==> src/rtl/vga_image_scanout.sv <==
// ---------------------------------------------------------------------------
// vga_image_scanout
//
// Pixel-fetch and colour stage behind the 640x480 VGA sync generator.
// Fetches grayscale pixels of the filtered image from a double-banked frame
// RAM, replicates them 2^SCALE_LOG2 times in x and y, centres the window on
// screen and drives RGB plus syncs aligned with latency L = RAM_LAT + 2.
// Also owns the front/back bank swap handshake with the frame writer; the
// front bank only changes on a vsync falling edge, so frames never tear.
//
// Optional feature macro: SCANOUT_BORDER_EN
//   defined   : one-pixel white ring drawn just outside the image window
//   undefined : ring pixels stay black, no border logic
//
// Ports
//   pclk, rst_n              pixel clock, async active-low reset
//   in_hsync, in_vsync       active-low syncs from the sync generator
//   in_active, in_x, in_y    visible flag and coordinates (aligned)
//   frame_ready              writer finished a frame in the back bank (pulse)
//   wr_ready, wr_bank        writer may fill back bank wr_bank
//   rd_en, rd_bank, rd_addr  frame RAM read port (registered)
//   rd_data                  pixel, valid RAM_LAT cycles after rd_en
//   vga_r/g/b, vga_h/vsync   VGA pin outputs (registered)
//   bank_swapped             one-cycle pulse when the front bank toggles
//   dbg_bank_state           bank FSM state (0 = IDLE, 1 = PENDING)
//
// Handshake: frame_ready is accepted only while wr_ready=1; once accepted,
// wr_ready stays low until the swap at the next vsync falling edge.
// ---------------------------------------------------------------------------
module vga_image_scanout #(
    parameter int IMG_W      = 128,
    parameter int IMG_H      = 128,
    parameter int SCALE_LOG2 = 1,
    parameter int X0         = 192,
    parameter int Y0         = 112,
    parameter int ADDR_W     = 14,
    parameter int RAM_LAT    = 1
) (
    input  logic              pclk,
    input  logic              rst_n,
    input  logic              in_hsync,
    input  logic              in_vsync,
    input  logic              in_active,
    input  logic [9:0]        in_x,
    input  logic [8:0]        in_y,
    input  logic              frame_ready,
    output logic              wr_ready,
    output logic              wr_bank,
    output logic              rd_en,
    output logic              rd_bank,
    output logic [ADDR_W-1:0] rd_addr,
    input  logic [7:0]        rd_data,
    output logic [3:0]        vga_r,
    output logic [3:0]        vga_g,
    output logic [3:0]        vga_b,
    output logic              vga_hsync,
    output logic              vga_vsync,
    output logic              bank_swapped,
    output logic              dbg_bank_state
);

    localparam int U_W   = $clog2(IMG_W);
    localparam int V_W   = $clog2(IMG_H);
    localparam int X_END = X0 + (IMG_W << SCALE_LOG2);
    localparam int Y_END = Y0 + (IMG_H << SCALE_LOG2);

    localparam logic [10:0] X_LO = 11'(X0);
    localparam logic [10:0] X_HI = 11'(X_END);
    localparam logic [9:0]  Y_LO = 10'(Y0);
    localparam logic [9:0]  Y_HI = 10'(Y_END);

    // Pipeline flag word: {window, border, hsync, vsync}; blank = syncs idle.
    localparam logic [3:0] BLANK = 4'b0011;

    // ------------------------------------------------------------------
    // Window / address decode (combinational on the sampled inputs)
    // ------------------------------------------------------------------
    logic [10:0]     w_x11;
    logic [9:0]      w_y10;
    logic            w_window;
    logic            w_border;
    logic [9:0]      w_dx;
    logic [8:0]      w_dy;
    logic [U_W-1:0]  w_u;
    logic [V_W-1:0]  w_v;

    assign w_x11    = {1'b0, in_x};
    assign w_y10    = {1'b0, in_y};
    assign w_window = in_active
                    && (w_x11 >= X_LO) && (w_x11 < X_HI)
                    && (w_y10 >= Y_LO) && (w_y10 < Y_HI);

    // Offsets are only meaningful inside the window; the address register
    // is zeroed elsewhere so wrap-around outside the window is harmless.
    assign w_dx = in_x - 10'(X0);
    assign w_dy = in_y - 9'(Y0);
    assign w_u  = w_dx[SCALE_LOG2 +: U_W];
    assign w_v  = w_dy[SCALE_LOG2 +: V_W];

`ifdef SCANOUT_BORDER_EN
    localparam logic [10:0] XB_LO = 11'(X0 - 1);
    localparam logic [9:0]  YB_LO = 10'(Y0 - 1);

    // Ring = window grown by one pixel on every side, minus the window.
    assign w_border = in_active && !w_window
                    && (w_x11 >= XB_LO) && (w_x11 <= X_HI)
                    && (w_y10 >= YB_LO) && (w_y10 <= Y_HI);
`else
    assign w_border = 1'b0;
`endif

    // ------------------------------------------------------------------
    // Stage 1: RAM request + flags
    // ------------------------------------------------------------------
    logic              r_rd_en;
    logic [ADDR_W-1:0] r_rd_addr;
    logic [3:0]        r_s1;

    always_ff @(posedge pclk or negedge rst_n) begin
        if (!rst_n) begin
            r_rd_en   <= 1'b0;
            r_rd_addr <= '0;
            r_s1      <= BLANK;
        end else begin
            r_rd_en   <= w_window;
            r_rd_addr <= w_window ? {w_v, w_u} : '0;
            r_s1      <= {w_window, w_border, in_hsync, in_vsync};
        end
    end

    // ------------------------------------------------------------------
    // Flag delay line covering the RAM read latency; the tail lines up
    // with rd_data.
    // ------------------------------------------------------------------
    logic [3:0] r_pipe [RAM_LAT];
    logic [3:0] w_tail;

    always_ff @(posedge pclk or negedge rst_n) begin
        if (!rst_n) begin
            for (int i = 0; i < RAM_LAT; i++) r_pipe[i] <= BLANK;
        end else begin
            r_pipe[0] <= r_s1;
            for (int i = 1; i < RAM_LAT; i++) r_pipe[i] <= r_pipe[i-1];
        end
    end

    assign w_tail = r_pipe[RAM_LAT-1];

    // ------------------------------------------------------------------
    // Output stage: colour select and sync registers
    // ------------------------------------------------------------------
    logic [3:0] r_rgb;
    logic       r_hs;
    logic       r_vs;

    always_ff @(posedge pclk or negedge rst_n) begin
        if (!rst_n) begin
            r_rgb <= 4'h0;
            r_hs  <= 1'b1;
            r_vs  <= 1'b1;
        end else begin
            if (w_tail[3])      r_rgb <= rd_data[7:4];
            else if (w_tail[2]) r_rgb <= 4'hF;
            else                r_rgb <= 4'h0;
            r_hs <= w_tail[1];
            r_vs <= w_tail[0];
        end
    end

    // ------------------------------------------------------------------
    // Bank swap FSM
    // ------------------------------------------------------------------
    typedef enum logic {S_IDLE = 1'b0, S_PENDING = 1'b1} bank_state_t;

    bank_state_t r_state;
    bank_state_t w_next;
    logic        r_vs_prev;
    logic        w_vs_fall;
    logic        w_swap;
    logic        w_wr_ready;
    logic        r_rd_bank;
    logic        r_bank_swapped;

    assign w_vs_fall = r_vs_prev && !in_vsync;

    always_ff @(posedge pclk or negedge rst_n) begin
        if (!rst_n) begin
            r_state        <= S_IDLE;
            r_vs_prev      <= 1'b1;
            r_rd_bank      <= 1'b0;
            r_bank_swapped <= 1'b0;
        end else begin
            r_state        <= w_next;
            r_vs_prev      <= in_vsync;
            r_bank_swapped <= w_swap;
            if (w_swap) r_rd_bank <= ~r_rd_bank;
        end
    end

    always_comb begin
        w_next = r_state;
        case (r_state)
            S_IDLE:    if (frame_ready) w_next = S_PENDING;
            S_PENDING: if (w_vs_fall)   w_next = S_IDLE;
            default:   w_next = S_IDLE;
        endcase
    end

    // frame_ready is ignored while PENDING; a frame_ready that coincides
    // with a vsync edge in IDLE waits for the following edge.
    always_comb begin
        w_wr_ready = 1'b0;
        w_swap     = 1'b0;
        case (r_state)
            S_IDLE:    w_wr_ready = 1'b1;
            S_PENDING: w_swap     = w_vs_fall;
            default:   w_wr_ready = 1'b0;
        endcase
    end

    // ------------------------------------------------------------------
    // Output mapping
    // ------------------------------------------------------------------
    assign wr_ready       = w_wr_ready;
    assign rd_bank        = r_rd_bank;
    assign wr_bank        = ~r_rd_bank;
    assign bank_swapped   = r_bank_swapped;
    assign dbg_bank_state = r_state;
    assign rd_en          = r_rd_en;
    assign rd_addr        = r_rd_addr;
    assign vga_r          = r_rgb;
    assign vga_g          = r_rgb;
    assign vga_b          = r_rgb;
    assign vga_hsync      = r_hs;
    assign vga_vsync      = r_vs;

    // Low nibble of the pixel and the offset bits beyond the image are
    // intentionally dropped.
    logic w_unused;
    assign w_unused = ^{rd_data[3:0], w_dx, w_dy};

endmodule

==> config.mk <==
export PLATFORM = sky130hd
export DESIGN_NAME = vga_image_scanout
export DESIGN_NICKNAME = d
export VERILOG_FILES = /design/src/rtl/vga_image_scanout.sv
export SDC_FILE = /design/constraint.sdc
export NUM_CORES = 1
export LEC_CHECK = 0
export ABC_CLOCK_PERIOD_IN_PS = 2320
export CORE_MARGIN = 2
export CORE_UTILIZATION = 29
export CTS_BUF_LIST = sky130_fd_sc_hd__clkbuf_16
export CTS_CLUSTER_DIAMETER = 100
export DETAILED_ROUTE_END_ITERATION = 8
export GPL_ROUTABILITY_DRIVEN = 0
export GPL_TIMING_DRIVEN = 0
export SYNTH_ARGS = -nofsm -noshare
export SYNTH_HDL_FRONTEND = slang
export SYNTH_SLANG_ARGS = --single-unit
==> constraint.sdc <==
create_clock -name pclk -period 2.32 [get_ports pclk]
set_input_delay 0.348 -clock pclk [delete_from_list [all_inputs] [get_ports pclk]]
set_output_delay 0.348 -clock pclk [all_outputs]
set_load 0.005 [all_outputs]
==> results of run 1 <==
==> synthesized netlist by cell type <==
library cell | instances | area, µm²
nor2b_1 | 1 | 6.260
nor4b_1 | 3 | 26.28
buf_2 | 2 | 10.01
buf_6 | 1 | 11.26
nor4_2 | 3 | 37.54
xor2_1 | 1 | 8.760
buf_4 | 8 | 60.06
and2_1 | 5 | 31.28
ha_1 | 2 | 25.02
nand4_1 | 2 | 12.51
nor4b_2 | 7 | 105.1
nor3_1 | 1 | 5.000
inv_1 | 3 | 11.26
dfstp_2 | 6 | 157.7
nor4_1 | 1 | 6.260
nand2_1 | 1 | 3.750
a31oi_1 | 2 | 12.51
nor2_1 | 3 | 11.26
nand3b_1 | 2 | 15.01
xnor2_1 | 2 | 17.52
a311oi_2 | 1 | 15.01
dfrtp_1 | 23 | 575.6
a31o_1 | 1 | 8.760
==> layout make-up <==
type	count	share of cell area [%]
plain buffers	11	4.002
clock buffers	5	6.158
clock inverters	3	3.202
inverters	3	0.5542
multi-input cells	38	17.12
flip-flops and latches	29	36.08
well taps	50	3.079
repair buffers	61	29.80
==> worst paths after layout <==
kind	startpoint	end	slack, ns	cells after the start
worst max-delay path	in_x[6]	rd_addr[12]	0.41	6
worst min-delay path	rst_n	rd_bank	0.1	1
worst max register to register	r_s1[0]	rd_bank	1.41	2
worst min register to register	r_pipe[1]	vga_hsync	0.36	0
max in group asynchronous	rst_n	rd_addr[13]	1.81	1
min in group pclk	r_pipe[1]	vga_hsync	0.36	0
==> registers in the layout, summed over array words and instances, names as in the netlist <==
signal          count
vga_hsync           1
bank_swapped        1
vga_vsync           1
vga_b               4
dbg_bank_state      1
rd_bank             1
r_s1                3
rd_addr            14
r_pipe              3
==> stage by stage <==
stage,setup WS [ns],util (%)
final,0.4133,51.54
after CTS,0.3849,51.67
after global routing,0.3200,51.54
after floorplan,0.8730,-
after detailed placement,0.1053,46.84
after global placement,0.1683,46.84
==> cells by family after synthesis <==
kind of cell | Yosys count
simple gates | 29
flops | 29
buf+inv | 14
compound gates | 4
xor+xnor | 3
fa+ha+maj | 2
==> metal layers <==
layer	wire, µm	vias up
li1	-	414
met1	993	433
met2	1269	51
met3	306	7
met4	65	0
met5	0	-
==> power groups by stage <==
| stage | Clock [µW] | Sequential (µW) | Combinational (µW) |
|---|---|---|---|
| floorplan | 0 | 562 | 59.9 |
| global placement | 0 | 560 | 203 |
| detailed placement | 0 | 562 | 210 |
| CTS | 847 | 554 | 211 |
| global route | 866 | 556 | 222 |
| finish | 824 | 555 | 208 |
==> critical path: stages <==
cell and delay, ns:
clkdlybuf4s50_1 0.44, ha_1 0.22, xor2_1 0.18, nand3b_1 0.23, buf_2 0.29, nor4_1 0.34
==> results.sh, run 1 <==
export IMPL_worstPathMaxFanout=10
export IMPL_power_uw=1587
export IMPL_antenna_found_initial=0
export IMPL_maxCapViolations=0
export IMPL_initial_utilization_pct=29.77
export IMPL_clk_latency_ns=0.27
export IMPL_synth_seq_cells=29
export IMPL_start_kind="input port"
export IMPL_gr_usage_all_layers_pct=12.81
export IMPL_dpl_cell_area_mm2=0.001847
export IMPL_vdd_drop_max_uv=357.5
export IMPL_drt_first_pass_iters=4
export IMPL_wirelength_um=2634
export IMPL_fill_cells=328
export IMPL_ys_types=23
export IMPL_p_clk_share_pct=51.9
export IMPL_synth_xor_xnor_area_share_pct=2.239
export IMPL_final_common_cell="clkdlybuf4s50_1"
export IMPL_hold_viol=0
export IMPL_cts_sinks=29
export IMPL_report_final_slew_viol_count=0
export IMPL_fmax_ghz=0.5245
export IMPL_ys_warn_count=0
export IMPL_synth_net_count=116
export IMPL_p_sw_uw=308.4
export IMPL_synth_adder_area_share_pct=2.132
export IMPL_p_int_uw=1279
export IMPL_drtIter0Drc=28
export IMPL_num_io_pins=67
export IMPL_drive_gt1_share_pct=24.67
export IMPL_cts_resized=0
export IMPL_syn_to_final_growth_pct=73.13
export IMPL_postCtsSetupRepairBufs=0
export IMPL_vias=905
export IMPL_pwr_share_comb_pct=13.1
export IMPL_multi_input_area_um2=347.8
export IMPL_antenna_cells=0
export IMPL_io_buffers=61
export IMPL_path_clk_slew_ns=0.05
export IMPL_grt_max_degree=30
export IMPL_switching_share_pct=19.43
export IMPL_syn_avg_cell_area_um2=14.49
export IMPL_powerDensity_mw_per_mm2=781.1
export IMPL_dp_cells=192
export IMPL_rsz0062_at_grt="no"
export IMPL_critical_path_class="input port to flip-flop"
export IMPL_nets=184
export IMPL_tns_ns=0
export IMPL_rows=23
export IMPL_hold_path_class="input port to async pin"
export IMPL_finalCritPeriodShare_pct=82.18
export IMPL_cts_tree="built"
export IMPL_p_seq_share_pct=34.9
export IMPL_holdBufCountCts=0
export IMPL_synth_simple_area_share_pct=22.17
export IMPL_grt_use_met2_pct=20.96
export IMPL_dp_hpwl_um=1962
export IMPL_arrival_ns=2.06
export IMPL_core_area_mm2=0.003943
export IMPL_fp_dieH_um=67.62
export IMPL_fp_dieW_um=67.62
export IMPL_synth_compound_area_share_pct=3.092
export IMPL_synth_mux_area_share_pct=0
export IMPL_stdcell_area_mm2=0.002032
export IMPL_cellLeakagePower_uw=0.0008540
export IMPL_clockRootBuffer="clkbuf_16"
export IMPL_syn_area_mm2=0.001174
export IMPL_holdWs_ns=0.09640
export IMPL_drc_errors=0
export IMPL_relSlewSlack_pct=57.55
export IMPL_die_area_mm2=0.004572
export IMPL_clock_path_buffers=2
export IMPL_grt_busiest_layer="met2"
export IMPL_first_global_vias=898
export IMPL_htree_num_levels=2
export IMPL_cp_data_required_time_ns=2.48
export IMPL_synth_cells=81
export IMPL_status="finished clean"
export IMPL_ys_seq_area_share_pct=62.47
export IMPL_worstMarginPinSlew_ns=0.6367
export IMPL_grtUsageMet1_pct=12.79
export IMPL_mostFrequentLayoutCells="clkdlybuf4s50_1 (60), dfrtp_1 (23), buf_4 (8)"
export IMPL_ff_latch_area_um2=733.2
export IMPL_cp_end_kind="flip-flop"
export IMPL_synth_top_family_by_area="simple AND/OR/NAND/NOR gates"
export IMPL_fin_skew_ns=0.001007
export IMPL_viasPerCell=4.525
export IMPL_setup_viol=0
export IMPL_post_route_min_period_ns=1.907
export IMPL_final_cells=200
export IMPL_grt_overflow=0
export IMPL_grt_pass1_wl_um=4091
export IMPL_grt_use_met3_pct=6.333
export IMPL_drtAntennaViolNets=0
export IMPL_cts_buffers=5
export IMPL_wl_per_cell_um=13.17
Note: power is estimated with default switching activity, not from simulation.
==> run 2: changes to the inputs <==
--- a/config.mk
+++ b/config.mk
@@ -5,7 +5,7 @@
 export SDC_FILE = /design/constraint.sdc
 export NUM_CORES = 1
 export LEC_CHECK = 0
-export ABC_CLOCK_PERIOD_IN_PS = 2320
+export ABC_CLOCK_PERIOD_IN_PS = 1700
 export CORE_MARGIN = 2
 export CORE_UTILIZATION = 29
 export CTS_BUF_LIST = sky130_fd_sc_hd__clkbuf_16
@@ -13,6 +13,7 @@
 export DETAILED_ROUTE_END_ITERATION = 8
 export GPL_ROUTABILITY_DRIVEN = 0
 export GPL_TIMING_DRIVEN = 0
+export PLACE_DENSITY = 0.66
 export SYNTH_ARGS = -nofsm -noshare
 export SYNTH_HDL_FRONTEND = slang
 export SYNTH_SLANG_ARGS = --single-unit
==> constraint.sdc (replaced) <==
create_clock -name pclk -period 1.7 [get_ports pclk]
set_input_delay 0.255 -clock pclk [delete_from_list [all_inputs] [get_ports pclk]]
set_output_delay 0.255 -clock pclk [all_outputs]
set_load 0.005 [all_outputs]
==> run 2 against run 1 <==
First-iteration DRC count down 3.6%. Non-clock buffer count increased by 1. Die area is the same. Count of clock-buffer cells in the layout unchanged. Setup slack worse by 0.29 ns. Cell count rose by 0.50%. Highest routed layer unchanged. Clock skew grew 0.0017 ns. Global-route usage decreased by 1.0 points. Critical path depth decreased by 1. Largest power group unchanged. Worst hold slack worse by 0.096 ns.
==> results.sh, run 2 (synthesized netlist as in run 1, its figures left out) <==
export IMPL_clk_latency_ns=0.27
export IMPL_hold_viol=0
export IMPL_rows=23
export IMPL_io_buffers=61
export IMPL_p_clk_share_pct=44.1
export IMPL_first_global_vias=811
export IMPL_antenna_cells=0
export IMPL_die_area_mm2=0.004572
export IMPL_tns_ns=0
export IMPL_grt_max_degree=30
export IMPL_p_sw_uw=405.4
export IMPL_path_clk_slew_ns=0.05
export IMPL_p_seq_share_pct=40.7
export IMPL_status="finished clean"
export IMPL_switching_share_pct=21.86
export IMPL_report_final_slew_viol_count=0
export IMPL_maxCapViolations=0
export IMPL_grt_overflow=0
export IMPL_vdd_drop_max_uv=401.8
export IMPL_gr_usage_all_layers_pct=11.80
export IMPL_arrival_ns=1.76
export IMPL_core_area_mm2=0.003943
export IMPL_hold_path_class="input port to async pin"
export IMPL_largest_reg_flops=14
export IMPL_final_cells=201
export IMPL_drc_errors=0
export IMPL_final_common_cell="clkdlybuf4s50_1"
export IMPL_dp_cells=192
export IMPL_syn_to_final_growth_pct=72.07
export IMPL_stdcell_area_mm2=0.002019
export IMPL_critical_path_class="input port to flip-flop"
export IMPL_relSlewSlack_pct=58.16
export IMPL_viasPerCell=4.373
export IMPL_num_io_pins=67
export IMPL_dp_hpwl_um=1936
export IMPL_cp_end_kind="flip-flop"
export IMPL_antenna_found_initial=0
export IMPL_initial_utilization_pct=29.77
export IMPL_cts_buffers=5
export IMPL_cp_data_required_time_ns=1.88
export IMPL_mostFrequentLayoutCells="clkdlybuf4s50_1 (59), dfrtp_1 (23), buf_4 (10)"
export IMPL_worstPathMaxFanout=10
export IMPL_pwr_share_comb_pct=15.2
export IMPL_cts_sinks=29
export IMPL_finalCritPeriodShare_pct=93.04
export IMPL_drtAntennaViolNets=0
export IMPL_fp_dieH_um=67.62
export IMPL_drt_first_pass_iters=2
export IMPL_post_route_min_period_ns=1.582
export IMPL_fmax_ghz=0.6322
export IMPL_holdWs_ns=0.0004504
export IMPL_worstMarginPinSlew_ns=0.6276
export IMPL_cts_tree="built"
export IMPL_fp_dieW_um=67.62
export IMPL_clockRootBuffer="clkbuf_16"
export IMPL_wl_per_cell_um=12.84
export IMPL_clock_path_buffers=2
export IMPL_drive_gt1_share_pct=25.17
export IMPL_wirelength_um=2581
export IMPL_fin_skew_ns=0.002717
export IMPL_start_kind="input port"
export IMPL_grt_pass1_wl_um=3781
export IMPL_setup_viol=0
export IMPL_drtIter0Drc=27
export IMPL_nets=185
export IMPL_htree_num_levels=2
export IMPL_power_uw=1854
export IMPL_dpl_cell_area_mm2=0.001847
export IMPL_p_int_uw=1449
export IMPL_cellLeakagePower_uw=0.0008479
export IMPL_rsz0062_at_grt="no"
export IMPL_vias=879
export IMPL_powerDensity_mw_per_mm2=918.2
==> run 2: cell count changes in the layout (fill, tap and decap cells not counted) <==
cell / change
clkbuf_4: +1
nor4_2: -1
a311oi_2: -1
a311oi_4: +1
buf_2: -2
clkdlybuf4s50_1: -1
buf_4: +2
clkinvlp_4: +1
bufinv_16: -2
clkinv_2: +1
nor4_4: +1
dlymetal6s2s_1: +1
==> run 2: power groups by stage <==
stage,clock [µW],sequential (µW),combinational [µW]
after detailed placement,0,766,277
final,818,754,282
after CTS,846,755,282
after global routing,886,759,312
after global placement,0,765,275
after floorplan,0,767,81.8
==> run 2: final timing paths <==
kind                       startpoint            to  slack [ns]  cells after the start
max in group asynchronous       rst_n      vga_b[1]        1.28                      1
min in group pclk           r_pipe[1]     vga_hsync        0.36                      0
min                             rst_n  bank_swapped      0.0005                      1
max                           in_y[4]    rd_addr[8]        0.12                      5
max reg2reg                   r_s1[0]       rd_bank        0.81                      2
min reg2reg                 r_pipe[1]     vga_hsync        0.36                      0
==> run 2: final cells by class <==
cell class                 instances  area, µm²
timing repair buffer              62      615.6
clock inverter                     3      17.52
tap                               50      62.56
sequential                        29      733.2
buffer                            11      86.33
multi-input combinational         38      367.9
clock buffer                       5      125.1
fill                             350       1923
inverter                           3      11.26
==> run 2: worst max-delay path, cell delays in order <==
cell and delay (ns):
clkdlybuf4s50_1 0.50, a31o_1 0.31, and2_1 0.23, clkbuf_4 0.23
nor4b_2 0.23
==> run 2: repair_timing <==
action	4_1_cts	5_1_grt
pin swaps	1	1
buffers inserted	1	0
setup endpoints to repair	3	10
hold buffers	0	0
resized for setup	1	4
==> run 2: per-layer routing <==
layer,routed length [µm],vias to the layer above,global-route usage (%)
li1,-,413,-
met1,984,415,12.50
met2,1297,47,19.85
met3,268,4,5.500
met4,30,0,5.357
met5,0,-,0
==> run 2: metrics by stage <==
step                setup slack (ns)  util (%)
floorplan                     0.3460         -
global placement             -0.3349     46.84
detailed placement           -0.3257     46.84
CTS                          0.07414     50.71
global route                0.006801     51.22
finish                        0.1183     51.22
